[src/rtl/fetch_prefetch_unit.sv]
// Instruction prefetch unit: single-outstanding memory fetch into a small instruction FIFO.
// Optional FETCH_STALL_CNT_EN adds a saturating decode-stall counter output.
module fetch_prefetch_unit #(
  parameter logic [31:0] RESET_PC   = 32'h0000_0000,
  parameter int          FIFO_DEPTH = 2
) (
  input  logic        clk,
  input  logic        rst,
  output logic        mem_req,
  output logic [31:0] mem_addr,
  input  logic        mem_ack,
  input  logic [31:0] mem_rdata,
  input  logic        redirect,
  input  logic [31:0] redirect_pc,
`ifdef FETCH_STALL_CNT_EN
  output logic [31:0] stall_cnt,
`endif
  output logic        inst_valid,
  output logic [31:0] inst_pc,
  output logic [31:0] inst_out,
  input  logic        inst_ready
);

  localparam int AW = (FIFO_DEPTH > 1) ? $clog2(FIFO_DEPTH) : 1;
  localparam int CW = AW + 1;
  localparam logic [CW-1:0] DEPTH_C = CW'(FIFO_DEPTH);

  typedef enum logic [1:0] {S_IDLE, S_REQ, S_DISCARD} state_t;

  typedef struct packed {
    logic [31:0] pc;
    logic [31:0] inst;
  } entry_t;

  state_t        state;
  logic [31:0]   fetch_pc;
  entry_t        fifo_q [FIFO_DEPTH];
  logic [AW-1:0] rd_ptr, wr_ptr;
  logic [CW-1:0] cnt, cnt_nxt;
  logic          push, pop, credit;
  logic [31:0]   pc_plus4, redir_pc;
  logic          unused_bits;

  assign unused_bits = ^redirect_pc[1:0];
  assign pc_plus4    = fetch_pc + 32'd4;
  assign redir_pc    = {redirect_pc[31:2], 2'b00};

  // Redirect overrides both ends of the FIFO: nothing is pushed or popped that cycle.
  assign inst_valid = (cnt != '0);
  assign pop        = inst_valid & inst_ready & ~redirect;
  assign push       = (state == S_REQ) & mem_ack & ~redirect;
  assign cnt_nxt    = cnt + CW'(push) - CW'(pop);
  // Once the ack lands nothing is outstanding, so occupancy after this edge is the whole budget.
  assign credit     = (cnt_nxt < DEPTH_C);

  assign inst_pc  = inst_valid ? fifo_q[rd_ptr].pc   : '0;
  assign inst_out = inst_valid ? fifo_q[rd_ptr].inst : '0;

  always_ff @(posedge clk or negedge rst) begin
    if (!rst) begin
      state    <= S_IDLE;
      fetch_pc <= RESET_PC;
      mem_req  <= 1'b0;
      mem_addr <= RESET_PC;
    end else begin
      case (state)
        S_IDLE: begin
          if (redirect) begin
            fetch_pc <= redir_pc;
          end else if (credit) begin
            state    <= S_REQ;
            mem_req  <= 1'b1;
            mem_addr <= fetch_pc;
          end
        end
        S_REQ: begin
          if (redirect) begin
            fetch_pc <= redir_pc;
            if (mem_ack) begin
              state   <= S_IDLE;
              mem_req <= 1'b0;
            end else begin
              state <= S_DISCARD;
            end
          end else if (mem_ack) begin
            fetch_pc <= pc_plus4;
            if (credit) begin
              mem_addr <= pc_plus4;
            end else begin
              state   <= S_IDLE;
              mem_req <= 1'b0;
            end
          end
        end
        S_DISCARD: begin
          // Stale request stays on the bus untouched until memory accepts it.
          if (redirect) fetch_pc <= redir_pc;
          if (mem_ack) begin
            state   <= S_IDLE;
            mem_req <= 1'b0;
          end
        end
        default: begin
          state   <= S_IDLE;
          mem_req <= 1'b0;
        end
      endcase
    end
  end

  always_ff @(posedge clk or negedge rst) begin
    if (!rst) begin
      rd_ptr <= '0;
      wr_ptr <= '0;
      cnt    <= '0;
    end else if (redirect) begin
      rd_ptr <= '0;
      wr_ptr <= '0;
      cnt    <= '0;
    end else begin
      if (push) wr_ptr <= wr_ptr + 1'b1;
      if (pop)  rd_ptr <= rd_ptr + 1'b1;
      cnt <= cnt_nxt;
    end
  end

  // Storage needs no reset: outputs are masked whenever the FIFO is empty.
  always_ff @(posedge clk) begin
    if (push) fifo_q[wr_ptr] <= '{pc: fetch_pc, inst: mem_rdata};
  end

`ifdef FETCH_STALL_CNT_EN
  always_ff @(posedge clk or negedge rst) begin
    if (!rst) begin
      stall_cnt <= '0;
    end else if (inst_ready && !inst_valid && (stall_cnt != 32'hFFFF_FFFF)) begin
      stall_cnt <= stall_cnt + 32'd1;
    end
  end
`endif

endmodule

[config.mk]
export PLATFORM = sky130hd
export DESIGN_NAME = fetch_prefetch_unit
export DESIGN_NICKNAME = d
export VERILOG_FILES = /design/src/rtl/fetch_prefetch_unit.sv
export SDC_FILE = /design/constraint.sdc
export NUM_CORES = 1
export LEC_CHECK = 0
export BUFFER_PORTS_ARGS = -buffer_cell sky130_fd_sc_hd__buf_2
export CAP_MARGIN = 40
export CORE_ASPECT_RATIO = 0.8
export CORE_MARGIN = 5
export CORE_UTILIZATION = 55
export CTS_CLUSTER_DIAMETER = 120
export CTS_CLUSTER_SIZE = 10
export DETAILED_ROUTE_END_ITERATION = 10
export PLACE_DENSITY_LB_ADDON = 0.1
export SYNTH_ARGS = -nofsm -noshare
export SYNTH_HDL_FRONTEND = slang
export SYNTH_SLANG_ARGS = --single-unit
export TNS_END_PERCENT = 20
[constraint.sdc]
create_clock -name clk -period 4.95 [get_ports clk]
set_input_delay 0.7425 -clock clk [delete_from_list [all_inputs] [get_ports clk]]
set_output_delay 0.7425 -clock clk [all_outputs]
set_load 0.005 [all_outputs]
# Yosys cells after proc, flatten, opt, wreduce, memory -nomap -nowiden
# Memories as Yosys holds them, arrays and structs flattened.
# Cells that the tools add are included.
# W data, S select, Z words.
# word_totals
reg_bits	71
n_memories	1
ramBits	128
in_bits	69
# classes
n_eq_ne	11
bitwise_logic	5
n_addsub	5
muxes	34
magnitude_cmp	1
reduce_logical	11
# mem_list
memory	words	width	rd	rd_clocked_by_memory_dff	write_ports	line_no	rtl
fifo_q	2	64	1	0	1	37	entry_t fifo_q [FIFO_DEPTH];
# op_table
operator	n
$mux W32	10
$pmux W32 S2	2
$add A32 B3 Y32 const B	1
$mux W2	8
$mux W1	12
$ne A2 B2 Y1 const B	6
$reduce_bool A2 Y1	5
$ne A3 B3 Y1 const B	2
$pmux W2 S3	1
$reduce_and A6 Y1	1
$reduce_and A5 Y1	1
$and A1 B1 Y1	4
$reduce_and A4 Y1	1
$pmux W1 S3	1
$reduce_and A3 Y1	1
$add A1 B1 Y1 const B	2
$add A2 B1 Y2	1
$eq A2 B1 Y1 const B	1
$eq A2 B2 Y1 const B	1
$logic_not A2 Y1	1
$lt A2 B2 Y1 const B	1
$ne A2 B1 Y1 const B	1
$reduce_or A2 Y1	1
$sub A2 B1 Y2	1
$not A1 Y1	1

# Logic depth before layout (Yosys ltp)
# logic_depth
ltp_word	10
mapped_depth	13
ltp_nobuf	12

# Worst setup path after synthesis
# No wires, ideal clock.
# synth_timing
path_kind	input -> register
startpoint	input redirect
endpoint	memory fifo_q[0][0] (netlist bit), enable pin
setup_ps	482
slack_ps	713
t_arrival_ps	3755
path_stages	4
n_path_buf	1
path_cell_list	clkbuf_1 -> nor2_1 -> nand2_1 -> nor2_1
# synth_between
elab_chain_len	4
# synth_lines
element	line_no	rtl
start, declared	13	input logic redirect,
$not A1 Y1	51	assign push = (state == S_REQ) & mem_ack & ~redirect;
$and A1 B1 Y1	51	
$mux W1	129	if (push) fifo_q[wr_ptr] <= '{pc: fetch_pc, inst: mem_rdata};
$mux W1 (implied by the code)	129	
end, declared	37	
# Every way passes these cells.

# Worst setup path after layout
# layout_timing
startpoint	register state[0]
endpoint	register mem_addr[4]
# layout_between
elab_chain_len	8
elab_cells_between_ends	15
cone_classes	add/sub (2); order compare (1); eq/ne (6); mux (1); bitwise (2); reduce/logical (3)
# layout_lines
element	line_no	rtl
start, declared	35	state_t state;
start signal, assigned	61	state <= S_IDLE;
start signal, assigned	71	state <= S_REQ;
start signal, assigned	80	state <= S_IDLE;
$eq A2 B1 Y1	51, 66	
$and A1 B1 Y1 (2 in series)	51	
$add A2 B1 Y2	52	assign cnt_nxt = cnt + CW'(push) - CW'(pop);
$sub A2 B1 Y2	52	
$lt A2 B2 Y1	54	assign credit = (cnt_nxt < DEPTH_C);
$ne A2 B2 Y1 (no line)	--	
$reduce_and A6 Y1 (no line)	--	
end signal, assigned	73	mem_addr <= fetch_pc;
end signal, assigned	88	mem_addr <= pc_plus4;
end, declared	10	output logic [31:0] mem_addr,
# Several ways; a longest one is shown, not always the timed one.
# A chain may end at the register's enable or synchronous reset.

==> impl_metrics.json <==
{
  "h-tree-depth": 4,
  "relSlewSlack": 0.428,
  "die_w_microns": 150,
  "vias_per_cell": 5.75,
  "post-route-period-util": 0.570,
  "drt_iter0_drc": 555,
  "drive_gt1_frac": 0.243,
  "cts.path.max_buffers": 2,
  "setup_viol": 0,
  "ctsResizeCount": 0,
  "wl_met3_microns": 1860,
  "detail_route.wl_per_cell_microns": 18.9,
  "hold_path.class": "primary input to async pin",
  "synth-edff-count": 124,
  "layout_common_cells": "buf_2 (161), nor2_1 (131), edfxtp_1 (124)",
  "tightestPinTransition_ns": 0.857,
  "die_height_microns": 122,
  "maxSlewViolCount": 0,
  "ant_nets": 0,
  "cts_tree": "yes",
  "clk_latency_ns": 0.43,
  "dr.max_layer_used": "met4",
  "finClkSkew_ns": 0.0129,
  "syn_to_final_growth_pct": 19.2,
  "wl_met2_microns": 9550,
  "r2r_slack_ns": 2.13,
  "n_fill_cell": 1248,
  "finalCriticalPeriod_ns": 2.82,
  "ys_ff_latch": 191,
  "cts_setup_buffers": 0,
  "grt_pass1_wl_microns": 32900,
  "track_usage": 0.233,
  "grt_pass1_vias": 6236,
  "max_stage_delay_ns": 0.53,
  "crit_chain": "and2_1 -> nand2_1 -> ha_1 -> inv_1 -> ha_1 -> xnor3_1 -> nand2_1 -> nor2_4 -> buf_12 -> nor2_1 -> a21oi_1",
  "critPathArrivalTime_ns": 3.16,
  "finish.utilization": 0.662,
  "fmax_mhz": 355,
  "port_buffers": 160,
  "grt_max_degree": 63,
  "row_count": 41,
  "tns_ns": 0,
  "powerDensity_mw_per_mm2": 451,
  "die_area_sq_mm": 0.0184,
  "synth_flop_cell": "edfxtp_1",
  "cts_hold_buf": 0,
  "gp_congestion": 0.933,
  "leakagePower_nw": 3.96,
  "start_kind": "flip-flop",
  "first_pass_iters": 5,
  "syn_area_per_cell_sq_um": 11.6,
  "final_common_cell": "buf_2",
  "netlist_area_sq_mm": 0.00866,
  "synth_seq_area_share": 0.623,
  "cts_sinks": 191,
  "crit_path_max_fanout": 50,
  "start_util": 0.556,
  "cts-root-buf": "clkbuf_16",
  "cts_buffers": 17,
  "core_area_sq_mm": 0.0156,
  "cp-end-kind": "flip-flop",
  "grt_overflow_total": 0,
  "antenna_found_initial": 0,
  "cp_slowest_cell": "dfrtp_1",
  "nets": 959,
  "num_vias": 6407,
  "clkSlewWorstSetupHoldPaths_ns": 0.07,
  "final_hold_viol_count": 0,
  "seqCellArea_sq_mm": 0.00540,
  "path_class": "flip-flop to flip-flop",
  "met1_length_microns": 9240,
  "cap_viol_max_count": 0,
  "worst_ep_required_time_ns": 5.29,
  "synth_cells": 744,
  "rsz0062_at_grt": "false",
  "ir_drop_uv": 330,
  "synth_cell_types": 54,
  "synthArstFlopShare": 0.351,
  "drc": 0,
  "drt_wl_total_microns": 21100,
  "outcome": "finished, final reports clean",
  "antenna_cells": 0,
  "yosysWarnings": 0,
  "multi_input_area_sq_mm": 0.00302,
  "place_hpwl_microns": 14500,
  "ios": 167
}
==> stage by stage <==
step	std cells	hold slack, ns	instance area, sq um	total power, mW	worst slack (ns)
after floorplan	747	0.437	8680	2.82	0.713
after global placement	1075	0.510	9590	3.22	1.43
after detailed placement	1083	0.512	9720	3.28	1.80
after CTS	1115	0.434	10300	4.68	2.18
after global routing	1115	0.473	10300	4.88	1.91
final	1115	0.421	10300	4.66	2.13
==> critical path, delay by kind of cell, from the launching register on <==
kind | cells | cell delay [ns]
AO/OA/AOI/OAI | 1 | 0.14
buffers and inverters | 2 | 0.29
XOR/XNOR | 1 | 0.34
adder cells (fa/ha/maj) | 2 | 0.49
flip-flops | 1 | 0.53
AND/OR/NAND/NOR | 5 | 0.94
==> routing by layer <==
layer	vias up	global-route usage
met3	31	0.0543
met5	-	0
met2	296	0.347
met1	3086	0.342
met4	0	0.0777
li1	2994	-
==> path summary, 6_finish.rpt <==
path	start	endpoint	cells after the start
min reg2reg	mem_addr[23]	mem_addr[23]	2
max	state[0]	mem_addr[4]	11
max in group asynchronous	rst	rd_ptr	2
max reg2reg	state[0]	mem_addr[4]	11
min	rst	mem_addr[5]	1
min in group clk	mem_rdata[10]	fifo_q[0][10]	1
==> logic make-up after synthesis <==
family / synth area share
xor+xnor: 0.0299
compound gates: 0.0851
buf+inv: 0.0334
flops: 0.623
fa+ha+maj: 0.00433
other cells: 0.000433
simple gates: 0.149
mux: 0.0751
==> Yosys cell counts, drive strengths merged (4+ instances only) <==
library cell | number | area (sq um)
nor2 | 134 | 503
edfxtp | 124 | 3720
dfrtp | 67 | 1680
mux2i | 65 | 651
a21oi | 54 | 270
clkbuf | 35 | 131
nand2 | 33 | 124
nand3 | 28 | 145
o21ai | 22 | 110
nand4 | 21 | 146
buf | 20 | 120
xnor2 | 14 | 123
xor2 | 13 | 114
inv | 10 | 37.5
o22ai | 10 | 62.6
and3 | 8 | 50.1
nor3 | 8 | 40.0
nor4 | 8 | 65.1
a2bb2oi | 6 | 52.6
or4 | 6 | 48.8
a32oi | 5 | 43.8
and2 | 5 | 31.3
a31oi | 4 | 25.0
nand2b | 4 | 32.5
nor2b | 4 | 25.0
o22a | 4 | 35.0
==> area by class of cell <==
cell class / instances / area share
flip-flops and latches: 191 / 0.523
clock inverters: 14 / 0.0171
well taps: 215 / 0.0261
clock buffers: 18 / 0.0416
multi-input cells: 491 / 0.293
repair buffers: 176 / 0.0955
inverters: 10 / 0.00364
==> where the power goes <==
part           internal (mW)  switching (mW)  leakage [nW]
logic                  0.440           0.592          1.78
registers               1.97           0.271          1.88
clock network          0.765           0.623         0.297
total                   3.17            1.49          3.96
==> sequential cells by signal, indices dropped and copies added (netlist names) <==
register / count
cnt: 2
rd_ptr: 1
state: 2
wr_ptr: 1
mem_req: 1
mem_addr: 30
fifo_q: 124
fetch_pc: 30
No activity file was read; power rests on OpenSTA's default activity.
